`config.mk`:
```
export PLATFORM = sky130hd
export DESIGN_NAME = hit_burst_monitor_flat
export DESIGN_NICKNAME = d
export VERILOG_FILES = /design/src/rtl/hit_burst_monitor_if.sv /design/src/rtl/hit_burst_monitor.sv /design/src/flat_wrapper.sv
export SDC_FILE = /design/constraint.sdc
export NUM_CORES = 1
export LEC_CHECK = 0
export ABC_AREA = 1
export BUFFER_PORTS_ARGS = -buffer_cell sky130_fd_sc_hd__buf_2
export CORE_ASPECT_RATIO = 1.75
export CORE_MARGIN = 2
export CORE_UTILIZATION = 55
export DETAILED_ROUTE_END_ITERATION = 7
export GPL_TIMING_DRIVEN = 0
export HOLD_SLACK_MARGIN = 0.08
export PLACE_DENSITY = 0.78
export SYNTH_ARGS = -nofsm -noshare
export SYNTH_HDL_FRONTEND = slang
export SYNTH_SLANG_ARGS = --single-unit
```
`constraint.sdc`:
```
create_clock -name clk -period 2.41 [get_ports clk]
set_clock_uncertainty 0.15 [all_clocks]
set_input_delay 0.482 -clock clk [delete_from_list [all_inputs] [get_ports clk]]
set_output_delay 0.482 -clock clk [all_outputs]
set_load 0.02 [all_outputs]
```
`src/rtl/hit_burst_monitor_if.sv`:
```
// Hit burst monitor bus: detector hit/clr in, alarm and counters out.
// Master drives hit/clr; the monitor is the slave.
interface hit_burst_monitor_if #(
  parameter int CNT_W = 8
);
  logic             hit;
  logic             clr;
  logic             alarm;
  logic             win_active;
  logic [CNT_W-1:0] win_hits;
  logic [CNT_W-1:0] total_hits;

  modport master (
    output hit,
    output clr,
    input  alarm,
    input  win_active,
    input  win_hits,
    input  total_hits
  );

  modport slave (
    input  hit,
    input  clr,
    output alarm,
    output win_active,
    output win_hits,
    output total_hits
  );
endinterface

```
`src/rtl/hit_burst_monitor.sv`:
```
// Burst alarm over a fixed window of 1101-detector hits.
// Define HIT_BURST_AUTOCLR_EN to let ALARM expire with its window.
module hit_burst_monitor #(
  parameter int CNT_W  = 8,
  parameter int WINDOW = 16,
  parameter int THRESH = 3
) (
  input  logic               clk,
  input  logic               rst,
  hit_burst_monitor_if.slave bus
);

  localparam int WC_W = $clog2(WINDOW);
  localparam logic [WC_W-1:0] WC_INIT = WC_W'(WINDOW - 1);
  localparam logic [WC_W-1:0] WC_ONE  = WC_W'(1);
  localparam logic [CNT_W-1:0] CNT_MAX = '1;
  localparam logic [CNT_W-1:0] THR = CNT_W'(THRESH);
  localparam bit ONE_TRIP = (THRESH == 1);
`ifdef HIT_BURST_AUTOCLR_EN
  localparam bit AUTOCLR = 1'b1;
`else
  localparam bit AUTOCLR = 1'b0;
`endif

  typedef enum logic [1:0] {
    IDLE  = 2'd0,
    COUNT = 2'd1,
    ALARM = 2'd2
  } state_e;

  state_e           state_q, state_d;
  logic             alarm_q, alarm_d;
  logic             win_active_q, win_active_d;
  logic [CNT_W-1:0] win_hits_q, win_hits_d;
  logic [CNT_W-1:0] total_q, total_d;
  logic [WC_W-1:0]  wcnt_q, wcnt_d;

  logic [CNT_W-1:0] nh;
  logic             trip;
  logic             expire;

  assign nh = (win_hits_q == CNT_MAX) ? CNT_MAX
            : win_hits_q + CNT_W'(bus.hit);
  assign trip = (nh >= THR);
  // last window cycle: wcnt lands on zero at this edge
  assign expire = (wcnt_q <= WC_ONE);

  always_ff @(posedge clk or negedge rst) begin
    if (!rst) begin
      state_q      <= IDLE;
      alarm_q      <= 1'b0;
      win_active_q <= 1'b0;
      win_hits_q   <= '0;
      total_q      <= '0;
      wcnt_q       <= '0;
    end else begin
      state_q      <= state_d;
      alarm_q      <= alarm_d;
      win_active_q <= win_active_d;
      win_hits_q   <= win_hits_d;
      total_q      <= total_d;
      wcnt_q       <= wcnt_d;
    end
  end

  always_comb begin
    state_d = state_q;
    if (bus.clr) begin
      state_d = IDLE;
    end else begin
      unique case (state_q)
        IDLE: begin
          if (bus.hit) state_d = ONE_TRIP ? ALARM : COUNT;
        end
        COUNT: begin
          if (trip)        state_d = ALARM;
          else if (expire) state_d = IDLE;
        end
        ALARM: begin
`ifdef HIT_BURST_AUTOCLR_EN
          if (expire) state_d = IDLE;
`endif
        end
        default: state_d = IDLE;
      endcase
    end
  end

  always_comb begin
    win_hits_d = win_hits_q;
    total_d    = total_q;
    wcnt_d     = wcnt_q;
    if (bus.clr) begin
      win_hits_d = '0;
      total_d    = '0;
      wcnt_d     = '0;
    end else begin
      if (bus.hit && total_q != CNT_MAX) total_d = total_q + 1'b1;
      unique case (state_q)
        IDLE: begin
          if (bus.hit) begin
            win_hits_d = CNT_W'(1);
            wcnt_d     = WC_INIT;
          end
        end
        COUNT: begin
          win_hits_d = nh;
          wcnt_d     = expire ? '0 : wcnt_q - 1'b1;
        end
        ALARM: begin
`ifdef HIT_BURST_AUTOCLR_EN
          wcnt_d = expire ? '0 : wcnt_q - 1'b1;
`endif
        end
        default: ;
      endcase
    end
  end

  always_comb begin
    alarm_d      = (state_d == ALARM);
    win_active_d = (state_d == COUNT)
                || (AUTOCLR && state_d == ALARM && wcnt_d != '0);
  end

  assign bus.alarm      = alarm_q;
  assign bus.win_active = win_active_q;
  assign bus.win_hits   = win_hits_q;
  assign bus.total_hits = total_q;

endmodule

```
`src/flat_wrapper.sv`:
```
// flat-port wrapper written by rule: the top's interface ports become plain ports
module hit_burst_monitor_flat 
#(
  parameter int CNT_W  = 8,
  parameter int WINDOW = 16,
  parameter int THRESH = 3
)
  (clk, rst, bus_hit, bus_clr, bus_alarm, bus_win_active, bus_win_hits, bus_total_hits);
  hit_burst_monitor_if #(.CNT_W(CNT_W)) bus_i ();
  input  logic clk;
  input  logic rst;
  input wire logic [$bits(bus_i.hit)-1:0] bus_hit;
  input wire logic [$bits(bus_i.clr)-1:0] bus_clr;
  output wire logic [$bits(bus_i.alarm)-1:0] bus_alarm;
  output wire logic [$bits(bus_i.win_active)-1:0] bus_win_active;
  output wire logic [$bits(bus_i.win_hits)-1:0] bus_win_hits;
  output wire logic [$bits(bus_i.total_hits)-1:0] bus_total_hits;
  assign bus_i.hit = bus_hit;
  assign bus_i.clr = bus_clr;
  assign bus_alarm = bus_i.alarm;
  assign bus_win_active = bus_i.win_active;
  assign bus_win_hits = bus_i.win_hits;
  assign bus_total_hits = bus_i.total_hits;
  hit_burst_monitor #(.CNT_W(CNT_W), .WINDOW(WINDOW), .THRESH(THRESH)) u_core (.clk(clk), .rst(rst), .bus(bus_i));
endmodule
```
==> summary.txt, run 1 <==
Status
  • Status: completed

Finish
  • Area grow syn2layout: 13.9%
  • Area of the multi-input gates: 699 sq um
  • Register Area: 601 sq um
  • Nets@finish: 220
  • Layout cell share with drive strength beyond 1: 19.5%
  • Fill cell count: 219
  • Antenna cells: 0

Global routing
  • Tot GR Track Use: 23.3%
  • Number of global-route vias before repair: 1414
  • GRT overflow: 0
  • Antenna violations before repair: 0
  • Pin count of the biggest net entering global routing: 25
  • First-pass GRT wire length: 5510 microns

Critical path
  • Critical path class: flip-flop to flip-flop
  • Setup crit end kind: flip-flop
  • Arrival time worst endpoint: 1.97 ns
  • CP required: 2.45 ns
  • Max stage delay on crit path: 0.44 ns
  • CP top delay family: adder cells
  • CP dominant cell by count: ha_1
  • Worst path bufs/invs: 0
  • CP Cell Sequence: ha_1 -> ha_1 -> xnor2_1 -> nand2_1 -> nor2_1 -> nand4_2 -> a21oi_1
  • CP Launch Type: flip-flop
  • CP max stage cell: dfrtp_1
  • Worst Path Max Fanout: 5

STA
  • Fin crit period: 1.92 ns
  • Setup TNS: 0 ns
  • Maximum clock frequency: 520 MHz
  • Setup violations, final: 0
  • Unrepaired setup endpoints after global routing: false
  • Period utilisation layout: 79.8%
  • Slew @ Worst Pin: 0.537 ns
  • Worst slew margin: 64.2%
  • Max Slew Vio Count: 0
  • Final Hold Vio Count: 0

Run
  • Max-cap viol count: 0

Floorplanning
  • Io pins: 22
  • Rows: 24
  • CORE AREA: 0.00246 sq mm
  • Initial core utilization: 57.8%
  • Die Span X: 42.5 microns
  • Die height: 71.3 microns
  • Die area: 0.00303 sq mm

Clock tree
  • CTS root buf: clkbuf_8
  • H-tree levels: 1
  • CTS resizes: 0
  • CTS Buffer Depth: 2
  • CTS clk-pin slew, worst paths: 0.08 ns
  • CTS Hold Bufs: 1
  • CTS Buf Count: 3
  • Clk sink count: 24
  • Skew-Pair Late Insertion Delay: 0.27 ns
  • CTS tree: built
  • Postcts setup bufs: 0

Logic synthesis
  • Post-Syn Nets: 194
  • Synth Instances: 185
  • Mapped cell area: 0.00142 sq mm
  • Syn_area_per_cell: 7.70 sq um
  • YS warnings: 0
  • Number of distinct library cells after synthesis: 27
  • Yosys reg bits: 24
  • Seq/Total Area, Yosys: 42.2%

Placed design
  • Final GP Congestion: 0.834
  • Detailed Place HPWL: 2500 microns
  • IO Port Bufs: 20

Power and ir drop
  • P per Cell Area: 534 mW/mm^2
  • VDD IR-drop max: 0.442 mV
  • Leakage: 0.847 nW
  • Final Power: 0.867 mW

Drt
  • Wire per inst: 13.4 microns
  • Met2 WL: 1730 microns
  • Max layer used: met4
  • WL met1: 1140 microns
  • DR iter-0 viols: 25
  • Drt drc: 0
  • Pre-Repair DR Iteration Count: 6
  • Post-route ant nets: 0
  • Met3 wire len: 165 microns
  • Total wire length: 3170 microns
  • Vias per cell: 5.65
  • Vias after detailed routing: 1334

Hold path
  • Hold Path Class: flip-flop to flip-flop
Yosys cell counts (all sizes together):
master	number	share of area (%)
nand4	2	1.3
xor2	2	1.2
clkbuf	1	0.26
nand2	42	12
o31ai	1	0.53
nor3	6	2.5
nor2	21	7.3
a22o	1	0.62
inv	30	7.9
nand3	17	7.2
ha	5	4.4
o22ai	4	1.8
dfrtp	24	42
buf	1	0.53
o21bai	1	0.53
xnor2	1	0.62
a21oi	8	2.8
a31oi	1	0.44
o21ai	17	6.0
final cells by class:
class	instances	share of cell area, %
tap	26	2.01
inverter	30	6.94
clock buffer	4	3.40
multi-input combinational	129	43.1
sequential	24	37.0
timing repair buffer	21	6.79
buffer	2	0.694
layout by cell type, fill, tap and decap left out, drive strengths merged:
master / n
o21ai: 17
nand4: 2
nand2: 42
ha: 5
nor3: 6
o21bai: 1
clkbuf: 5
a22o: 1
xnor2: 1
dlygate4sd3: 1
inv: 30
o31ai: 1
buf: 21
nor2: 21
dfrtp: 24
o22ai: 4
a31oi: 1
nand3: 17
xor2: 2
a21oi: 8
metrics by stage:
stage                     instance area [sq um]  std cells  hold slack (ns)  utilization [%]  setup WS [ns]
final                                      1620        236            0.417             65.9          0.487
after global routing                       1620        236            0.446             65.9          0.318
after global placement                     1560        231            0.341             63.2          0.402
after CTS                                  1620        236            0.420             65.9          0.489
after detailed placement                   1560        231            0.342             63.2          0.348
after floorplan                            1420        185           0.0364                -          0.593
flip-flops by register name (all words and copies together) (netlist names):
register / cells
u_core.bus.total_hits: 8
u_core.bus.win_hits: 8
u_core.wcnt_q: 4
u_core.state_q: 2
u_core.bus.alarm: 1
u_core.bus.win_active: 1
per-layer routing:
metal	up-vias	track usage, %
met1	609	21.6
met3	18	3.27
li1	649	-
met2	58	45.3
met4	0	14.2
met5	-	0
worst register-to-register path, delay by kind of cell, from the launching register on:
kind / cells / cell delay, ns
compound gates: 1 / 0.16
simple gates: 3 / 0.37
fa+ha+maj: 2 / 0.54
flops: 1 / 0.44
xor+xnor: 1 / 0.19
cell families (layout without fill, tap and decap cells):
| family | count (synthesis) | after routing | share of synthesized area [%] |
|---|---|---|---|
| flops | 24 | 24 | 42.2 |
| simple gates | 88 | 88 | 30.2 |
| compound gates | 33 | 33 | 12.7 |
| buf+inv | 32 | 57 | 8.70 |
| fa+ha+maj | 5 | 5 | 4.39 |
| xor+xnor | 3 | 3 | 1.85 |
power by group:
part           internal, mW  leakage (nW)  total (mW)  switching [mW]
registers             0.424         0.322       0.441          0.0172
clock network         0.146        0.0288       0.276           0.130
logic                0.0464         0.496       0.149           0.103
total                 0.617         0.847       0.867           0.250
worst paths after layout:
kind	startpoint	endpoint	depth (start not counted)	slack [ns]
worst max-delay path	u_core.bus.win_hits[0]	u_core.state_q[0]	7	0.49
worst min-delay path	u_core.bus.total_hits[4]	u_core.bus.total_hits[4]	1	0.42
worst max register to register	u_core.bus.win_hits[0]	u_core.state_q[0]	7	0.49
worst min register to register	u_core.bus.total_hits[4]	u_core.bus.total_hits[4]	1	0.42
max in group asynchronous	rst	u_core.bus.alarm	2	1.18
min in group asynchronous	rst	u_core.bus.win_hits[7]	2	0.57
No activity file was read; power rests on OpenSTA's default activity.
==> run 2: changes to the inputs <==
- ABC_AREA: 1 -> 0
- clock period: 2.41 -> 1.8 ns (I/O delays scaled with it)
==> run 2 against run 1 <==
  * The run now ends with setup timing left
  * Combinational power grew 66%
  * Sequential power up 37%
  * Synthesized area shrank 3.7%
  * First-iteration DRC count grew 16%
  * Worst setup slack got worse by 0.55 ns
  * Utilization is 3.6 points higher
  * Critical endpoint is now u_core.state_q[1]
  * Highest routed layer unchanged
==> summary.txt, run 2 <==
Drt
  • Total wire length: 3110 microns (-2.0%)
  • DR iter-0 viols: 29 (+16%)
  • Vias after detailed routing: 1204 (-9.7%)
  • Drt drc: 0 (unchanged)
  • Pre-Repair DR Iteration Count: 4 (-2)
  • Post-route ant nets: 0 (unchanged)
  • Wire per inst: 15.4 microns (+14%)
  • Vias per cell: 5.96 (+5.4%)

Power and ir drop
  • Pint: 0.966 mW (+57%)
  • Sequential Power Share: 45.4% (-5.5 points)
  • Comb pwr share: 18.6% (+1.4 points)
  • Psw: 0.363 mW (+45%)
  • Switching Fraction: 27.3% (-1.6 points)
  • P per Cell Area: 786 mW/mm^2 (+47%)
  • Clock power share: 36.0% (+4.1 points)
  • Leakage: 0.792 nW (-6.5%)
  • VDD IR-drop max: 0.574 mV (+30%)

Status
  • Failing checks: setup timing
  • Status: complete, but fails checks

Critical path
  • Max stage delay on crit path: 0.43 ns (about the same)
  • Critical path class: flip-flop to flip-flop
  • CP max stage cell: dfrtp_2
  • CP Launch Type: flip-flop
  • CP Cell Sequence: ha_4 -> ha_4 -> nor4_2 -> a31oi_2 -> nor4_4 -> o22ai_1
  • Worst Path Max Fanout: 6 (+1)
  • CP dominant cell by count: ha_4
  • Setup crit end kind: flip-flop
  • CP required: 1.79 ns (-0.66 ns)
  • CP top delay family: simple AND/OR/NAND/NOR gates
  • Arrival time worst endpoint: 1.86 ns (-0.11 ns)
  • Worst path bufs/invs: 0 (unchanged)

Finish
  • Area grow syn2layout: 23.3%
  • Fill cell count: 183 (-16%)
  • Nets@finish: 186 (-15%)
  • Layout cell share with drive strength beyond 1: 26.7% (+7.2 points)
  • Commonest non-fill, non-tap cell in the layout: nor2_1
  • Non-filler cells, final: 202 (-14%)
  • Utilization after layout: 69.5% (+3.6 points)
  • Commonest non-fill, non-tap cells in the layout: nor2_1 (27), buf_2 (20), dfrtp_1 (19)
  • Antenna cells: 0 (unchanged)

Floorplanning
  • Die height: 70.1 microns (-1.8%)
  • Rows: 24 (unchanged)
  • Initial core utilization: 56.4% (-1.4 points)
  • Die Span X: 41.7 microns (-1.7%)
  • CORE AREA: 0.00243 sq mm (-1.2%)
  • Io pins: 22 (unchanged)
  • Die area: 0.00292 sq mm (-3.4%)

Logic synthesis
  • Cell taking the most area after synthesis: dfrtp_1
  • Mapped cell area: 0.00137 sq mm (-3.7%)
  • YS warnings: 0 (unchanged)
  • Synth Flop Type: dfrtp_1
  • Yosys top cell area share: 43.8% (+1.6 points)
  • Yosys reg bits: 24 (unchanged)
  • Synth top area cells: dfrtp_1 (44%), nor2_1 (7.7%), ha_1 (4.6%)
  • Syn_area_per_cell: 9.14 sq um (+19%)
  • Number of distinct library cells after synthesis: 38 (+41%)
  • Synth Instances: 150 (-19%)
  • Seq/Total Area, Yosys: 43.8% (+1.6 points)
  • Number of synthesized flops with an enable pin: 0 (unchanged)
  • Synth async-reset ratio: 100% (unchanged)
  • Post-synth top cells: nor2_1 (28), dfrtp_1 (24), o21ai_1 (11)
  • Count leader, synth: nor2_1
  • Post-Syn Nets: 159 (-18%)

Global routing
  • Tot GR Track Use: 23.7% (+0.45 points)
  • GRT overflow: 0 (unchanged)
  • Number of global-route vias before repair: 1212 (-14%)
  • Antenna violations before repair: 0 (unchanged)
  • Pin count of the biggest net entering global routing: 25 (unchanged)
  • First-pass GRT wire length: 5320 microns (-3.4%)

Clock tree
  • H-tree levels: 1 (unchanged)
  • Skew-Pair Late Insertion Delay: 0.27 ns (about the same)
  • CTS Buffer Depth: 2 (unchanged)
  • CTS root buf: clkbuf_8
  • CTS clk-pin slew, worst paths: 0.09 ns (about the same)
  • CTS tree: built
  • CTS Buf Count: 3 (unchanged)
  • Clk sink count: 24 (unchanged)

STA
  • Unrepaired setup endpoints after global routing: true
  • Period utilisation layout: 104% (+24 points)
  • Worst slew margin: 64.8% (+0.66 points)
  • Final Hold Vio Count: 0 (unchanged)
  • Fin crit period: 1.87 ns (-0.0553 ns)
  • Slew @ Worst Pin: 0.528 ns (-0.00989 ns)
  • Setup violations, final: 4 (+4)
  • Setup slack after layout: -0.0679 ns (-0.555 ns)
  • Max Slew Vio Count: 0 (unchanged)
  • Maximum clock frequency: 535 MHz (+3.0%)

Placed design
  • Detailed Place HPWL: 2320 microns (-7.1%)
  • Placed insts: 196 (-15%)
  • Final GP Congestion: 0.967 (+16%)
  • IO Port Bufs: 20 (unchanged)

Hold path
  • Hold Path Class: input pin to flip-flop

Run
  • Max-cap viol count: 0 (unchanged)
[run 2: cell types whose count changed in the layout (fill, tap and decap cells not counted), sizes merged, moves of 4 or more]
cell   previous run  this run
nand3            17         6
inv              30         6
a21oi             8         3
xnor2             1         5
nor2             21        29
and3              0         4
nand2            42         9
[run 2: worst reg2reg max path: stages (launching register included)]
cell and delay (ns):
dfrtp_2 0.43, ha_4 0.19, ha_4 0.19, nor4_2 0.18, a31oi_2 0.09, nor4_4 0.37, o22ai_1 0.15
[run 2: metal layers]
metal	routed length, microns	track usage (%)	vias up
met4	104	12.9	0
met1	1220	25.4	586
li1	-	-	581
met3	91	2.84	9
met5	0	0	-
met2	1690	43.4	28
[run 2: stage by stage]
| step | total power [mW] | cell area, sq um | hold slack (ns) | setup TNS [ns] | setup WS, ns |
|---|---|---|---|---|---|
| 6_report | 1.33 | 1690 | 0.329 | -0.196 | -0.0679 |
| 5_1_grt | 1.39 | 1690 | 0.394 | -0.520 | -0.146 |
| 4_1_cts | 1.32 | 1640 | 0.330 | -0.106 | -0.0558 |
| 3_5_place_dp | 0.845 | 1530 | 0.219 | -1.23 | -0.283 |
| 3_3_place_gp | 0.830 | 1530 | 0.206 | -0.910 | -0.219 |
| 2_1_floorplan | 0.773 | 1400 | -0.0856 | 0 | 0.00417 |
[run 2: cells by family (layout without fill, tap and decap cells)]
kind of cell | Yosys count | after routing | share of synthesized area [%]
and+or+nand+nor | 66 | 66 | 25.0
adders and majority gates | 5 | 5 | 4.56
buffers and inverters | 10 | 36 | 2.74
muxes | 2 | 2 | 1.82
xor gates and xnor gates | 8 | 8 | 6.48
DFF | 24 | 24 | 43.8
AOI/OAI and AO/OA | 35 | 35 | 15.6
[run 2: path summary, 6_finish.rpt]
kind / start / end / slack, ns / cells after the start
max in group asynchronous: rst / u_core.bus.win_hits[2] / 0.68 / 2
worst max register to register: u_core.bus.win_hits[0] / u_core.state_q[1] / -0.07 / 6
worst min register to register: u_core.bus.total_hits[7] / u_core.bus.total_hits[7] / 0.44 / 2
min in group asynchronous: rst / u_core.wcnt_q[1] / 0.44 / 2
worst min-delay path: bus_clr / u_core.wcnt_q[3] / 0.33 / 2
worst max-delay path: u_core.bus.win_hits[0] / u_core.state_q[1] / -0.07 / 6
[run 2: layout make-up]
type,count,area [sq um],area share [%]
Multi-Input combinational cell,116,821,48.6
Sequential cell,24,607,35.9
Tap cell,26,32.5,1.92
Clock inverter,1,30.0,1.78
Inverter,6,22.5,1.33
Buffer,4,18.8,1.11
Clock buffer,3,41.3,2.44
Timing Repair Buffer,22,118,6.96
[run 2: power by group through the flow]
stage,Combinational (mW),Sequential [mW],Clock (mW)
floorplan,0.148,0.625,0
global placement,0.218,0.611,0
detailed placement,0.231,0.614,0
CTS,0.242,0.602,0.481
global route,0.282,0.608,0.499
finish,0.248,0.603,0.478
[run 2: repair_timing]
item / CTS / global route
endpoints found under the setup margin: 6 / 14
cloned: 0 / 0
buffers inserted: 1 / 0
gates resized for setup: 6 / 13
pin swaps: 1 / 2
endpoints found under the hold margin: 24 / 0
hold buffers: 1 / 0
==> run 3: changes to the inputs <==
- ABC_CLOCK_PERIOD_IN_PS: not set -> 1700
- CORE_ASPECT_RATIO: 1.75 -> 1.2
- CORE_UTILIZATION: 55 -> 50
- PLACE_DENSITY: 0.78 -> 0.75
- clock period: 1.8 -> 1.7 ns (I/O delays scaled with it)
==> run 3 against run 2 <==
  * Cell count up 6.4%
  * Global-route usage fell by 3.3 points
  * Final area is the same
  * Sequential cell count unchanged
  * Sequential power is 5.5% higher
  * Count of clock-buffer cells in the layout rose by 1
  * The run still ends with setup timing left
  * Highest routed layer unchanged
  * Register-to-register slack got worse by 0.22 ns
  * Via count increased by 1.2%
  * Utilization shrank 3.9 points
  * Worst setup slack worse by 0.22 ns
==> summary.txt, run 3 (same netlist as run 2, synthesis figures left out) <==
Status
  • Status: complete, but fails checks
  • Failing checks: setup timing

Placed design
  • Placed insts: 203 (+3.6%)
  • IO Port Bufs: 20 (unchanged)
  • Final GP Congestion: 0.815 (-16%)
  • Detailed Place HPWL: 2070 microns (-11%)
  • Placed cell area: 0.00154 sq mm (+0.57%)

Drt
  • Vias after detailed routing: 1219 (+1.2%)
  • Post-route ant nets: 0 (unchanged)
  • Pre-Repair DR Iteration Count: 5 (+1)
  • Drt drc: 0 (unchanged)
  • Vias per cell: 5.67 (-4.9%)
  • DR iter-0 viols: 29 (unchanged)
  • Total wire length: 2980 microns (-4.1%)
  • Wire per inst: 13.9 microns (-9.9%)

Critical path
  • R2r setup slk: -0.29 ns (-0.22 ns)
  • CP required: 1.73 ns (-0.06 ns)
  • RR Startpoint: u_core.bus.win_hits[0]
  • Setup crit end kind: flip-flop
  • Critical path class: flip-flop to flip-flop
  • CP Launch Type: flip-flop
  • Arrival time worst endpoint: 2.02 ns (+0.16 ns)
  • Worst Path Max Fanout: 4 (-2)
  • Worst R2R End: u_core.state_q[1]
  • Worst r2r path cells: 6 (unchanged)

Global routing
  • Grt met2 use: 34.2% (-9.2 points)
  • GRT met1 Usage: 27.5% (+2.0 points)
  • Most Crowded Layer GR: met2
  • Antenna violations before repair: 0 (unchanged)
  • First-pass GRT wire length: 4850 microns (-8.8%)
  • Met3 Use GR: 3.40% (+0.56 points)
  • Number of global-route vias before repair: 1073 (-11%)
  • Pin count of the biggest net entering global routing: 25 (unchanged)
  • Tot GR Track Use: 20.5% (-3.3 points)
  • GRT overflow: 0 (unchanged)

Power and ir drop
  • VDD IR-drop max: 0.690 mV (+20%)
  • P per Cell Area: 719 mW/mm^2 (-8.5%)
  • Leakage: 0.805 nW (+1.7%)

Clock tree
  • CTS tree: built
  • CTS root buf: clkbuf_4
  • CTS Buf Count: 3 (unchanged)
  • CTS clk-pin slew, worst paths: 0.13 ns (+0.04 ns)
  • Clk sink count: 24 (unchanged)
  • CTS Buffer Depth: 2 (unchanged)
  • Skew-Pair Late Insertion Delay: 0.31 ns (+0.04 ns)
  • H-tree levels: 1 (unchanged)

STA
  • Period utilisation layout: 117% (+13 points)
  • Hold slack final: 0.263 ns (-0.0662 ns)
  • Setup violations, final: 4 (unchanged)
  • Final Hold Vio Count: 0 (unchanged)
  • Slew @ Worst Pin: 0.544 ns (+0.0166 ns)
  • Worst slew margin: 63.7% (-1.1 points)
  • Max Slew Vio Count: 0 (unchanged)
  • Fin crit period: 1.99 ns (+0.124 ns)
  • Setup slack after layout: -0.292 ns (-0.224 ns)
  • Unrepaired setup endpoints after global routing: true
  • Maximum clock frequency: 502 MHz (-6.2%)

Floorplanning
  • Die area: 0.00318 sq mm (+8.7%)
  • Io pins: 22 (unchanged)
  • Rows: 20 (-17%)
  • Die Span X: 51.8 microns (+24%)
  • CORE AREA: 0.00258 sq mm (+6.0%)
  • Initial core utilization: 53.2% (-3.2 points)
  • Die height: 61.4 microns (-12%)

Finish
  • Nets@finish: 192 (+3.2%)
  • Antenna cells: 0 (unchanged)
  • Commonest non-fill, non-tap cell in the layout: nor2_1
  • Commonest non-fill, non-tap cells in the layout: nor2_1 (26), buf_2 (20), dfrtp_1 (19)
  • Non-filler cells, final: 215 (+6.4%)
  • Final instance area: 0.00169 sq mm (unchanged)
  • Fill cell count: 219 (+20%)
  • Layout cell share with drive strength beyond 1: 29.1% (+2.4 points)
  • Area grow syn2layout: 23.3% (unchanged)

Hold path
  • WHS Path Cells: 2 (unchanged)
  • Hold Path Class: input pin to flip-flop
  • Hold_sp: bus_clr
  • Worst Hold Path EP: u_core.wcnt_q[3]

Run
  • Max-cap viol count: 0 (unchanged)
-- run 3: where the power goes --
group	internal [mW]	switching, mW	total (mW)
registers	0.605	0.0305	0.636
logic	0.118	0.161	0.279
clock network	0.131	0.171	0.301
-- run 3: timing repair --
action / CTS / global route
pin swaps: 4 / 4
gates resized for setup: 5 / 12
endpoints found under the hold margin: 24 / 0
buffers inserted: 3 / 5
endpoints found under the setup margin: 10 / 20
hold buffers: 1 / 0
-- run 3: how the worst max path moves through the flow --
stage                      startpoint                end  slack (ns)
5_1_grt        u_core.bus.win_hits[0]  u_core.state_q[1]       -0.37
6_report       u_core.bus.win_hits[0]  u_core.state_q[1]       -0.29
3_5_place_dp                  bus_hit   u_core.bus.alarm       -0.33
4_1_cts        u_core.bus.win_hits[0]   u_core.bus.alarm       -0.24
3_3_place_gp                  bus_hit   u_core.bus.alarm       -0.27
2_1_floorplan  u_core.bus.win_hits[0]   u_core.bus.alarm        -0.1
-- run 3: area by class of cell --
type / count / area [sq um] / share of cell area [%]
Multi-Input combinational cell: 116 / 798 / 47.2
Tap cell: 33 / 41.3 / 2.44
Sequential cell: 24 / 607 / 35.9
Timing Repair Buffer: 29 / 170 / 10.1
Clock buffer: 4 / 36.3 / 2.15
Buffer: 3 / 15.0 / 0.888
Inverter: 6 / 22.5 / 1.33
-- run 3: worst max-delay path: stages (launching register included) --
cell,delay (ns)
dfrtp_2,0.44
ha_4,0.18
ha_4,0.17
nand3_4,0.06
mux2_4,0.31
nor4_4,0.40
o22ai_1,0.15
-- run 3: stage by stage --
step | utilization (%) | total power [mW] | worst slack (ns) | TNS [ns]
5_1_grt | 65.6 | 1.29 | -0.367 | -1.37
3_5_place_dp | 59.7 | 0.889 | -0.327 | -1.96
2_1_floorplan | - | 0.819 | -0.0950 | -0.323
3_3_place_gp | 59.7 | 0.878 | -0.272 | -1.41
4_1_cts | 63.0 | 1.19 | -0.241 | -0.832
6_report | 65.6 | 1.22 | -0.292 | -1.04
-- run 3: metal layers --
| layer | vias up | part of all wire, % |
|---|---|---|
| li1 | 590 | - |
| met1 | 590 | 44 |
| met2 | 35 | 50 |
| met3 | 4 | 4.9 |
| met4 | 0 | 0.81 |
| met5 | - | 0 |
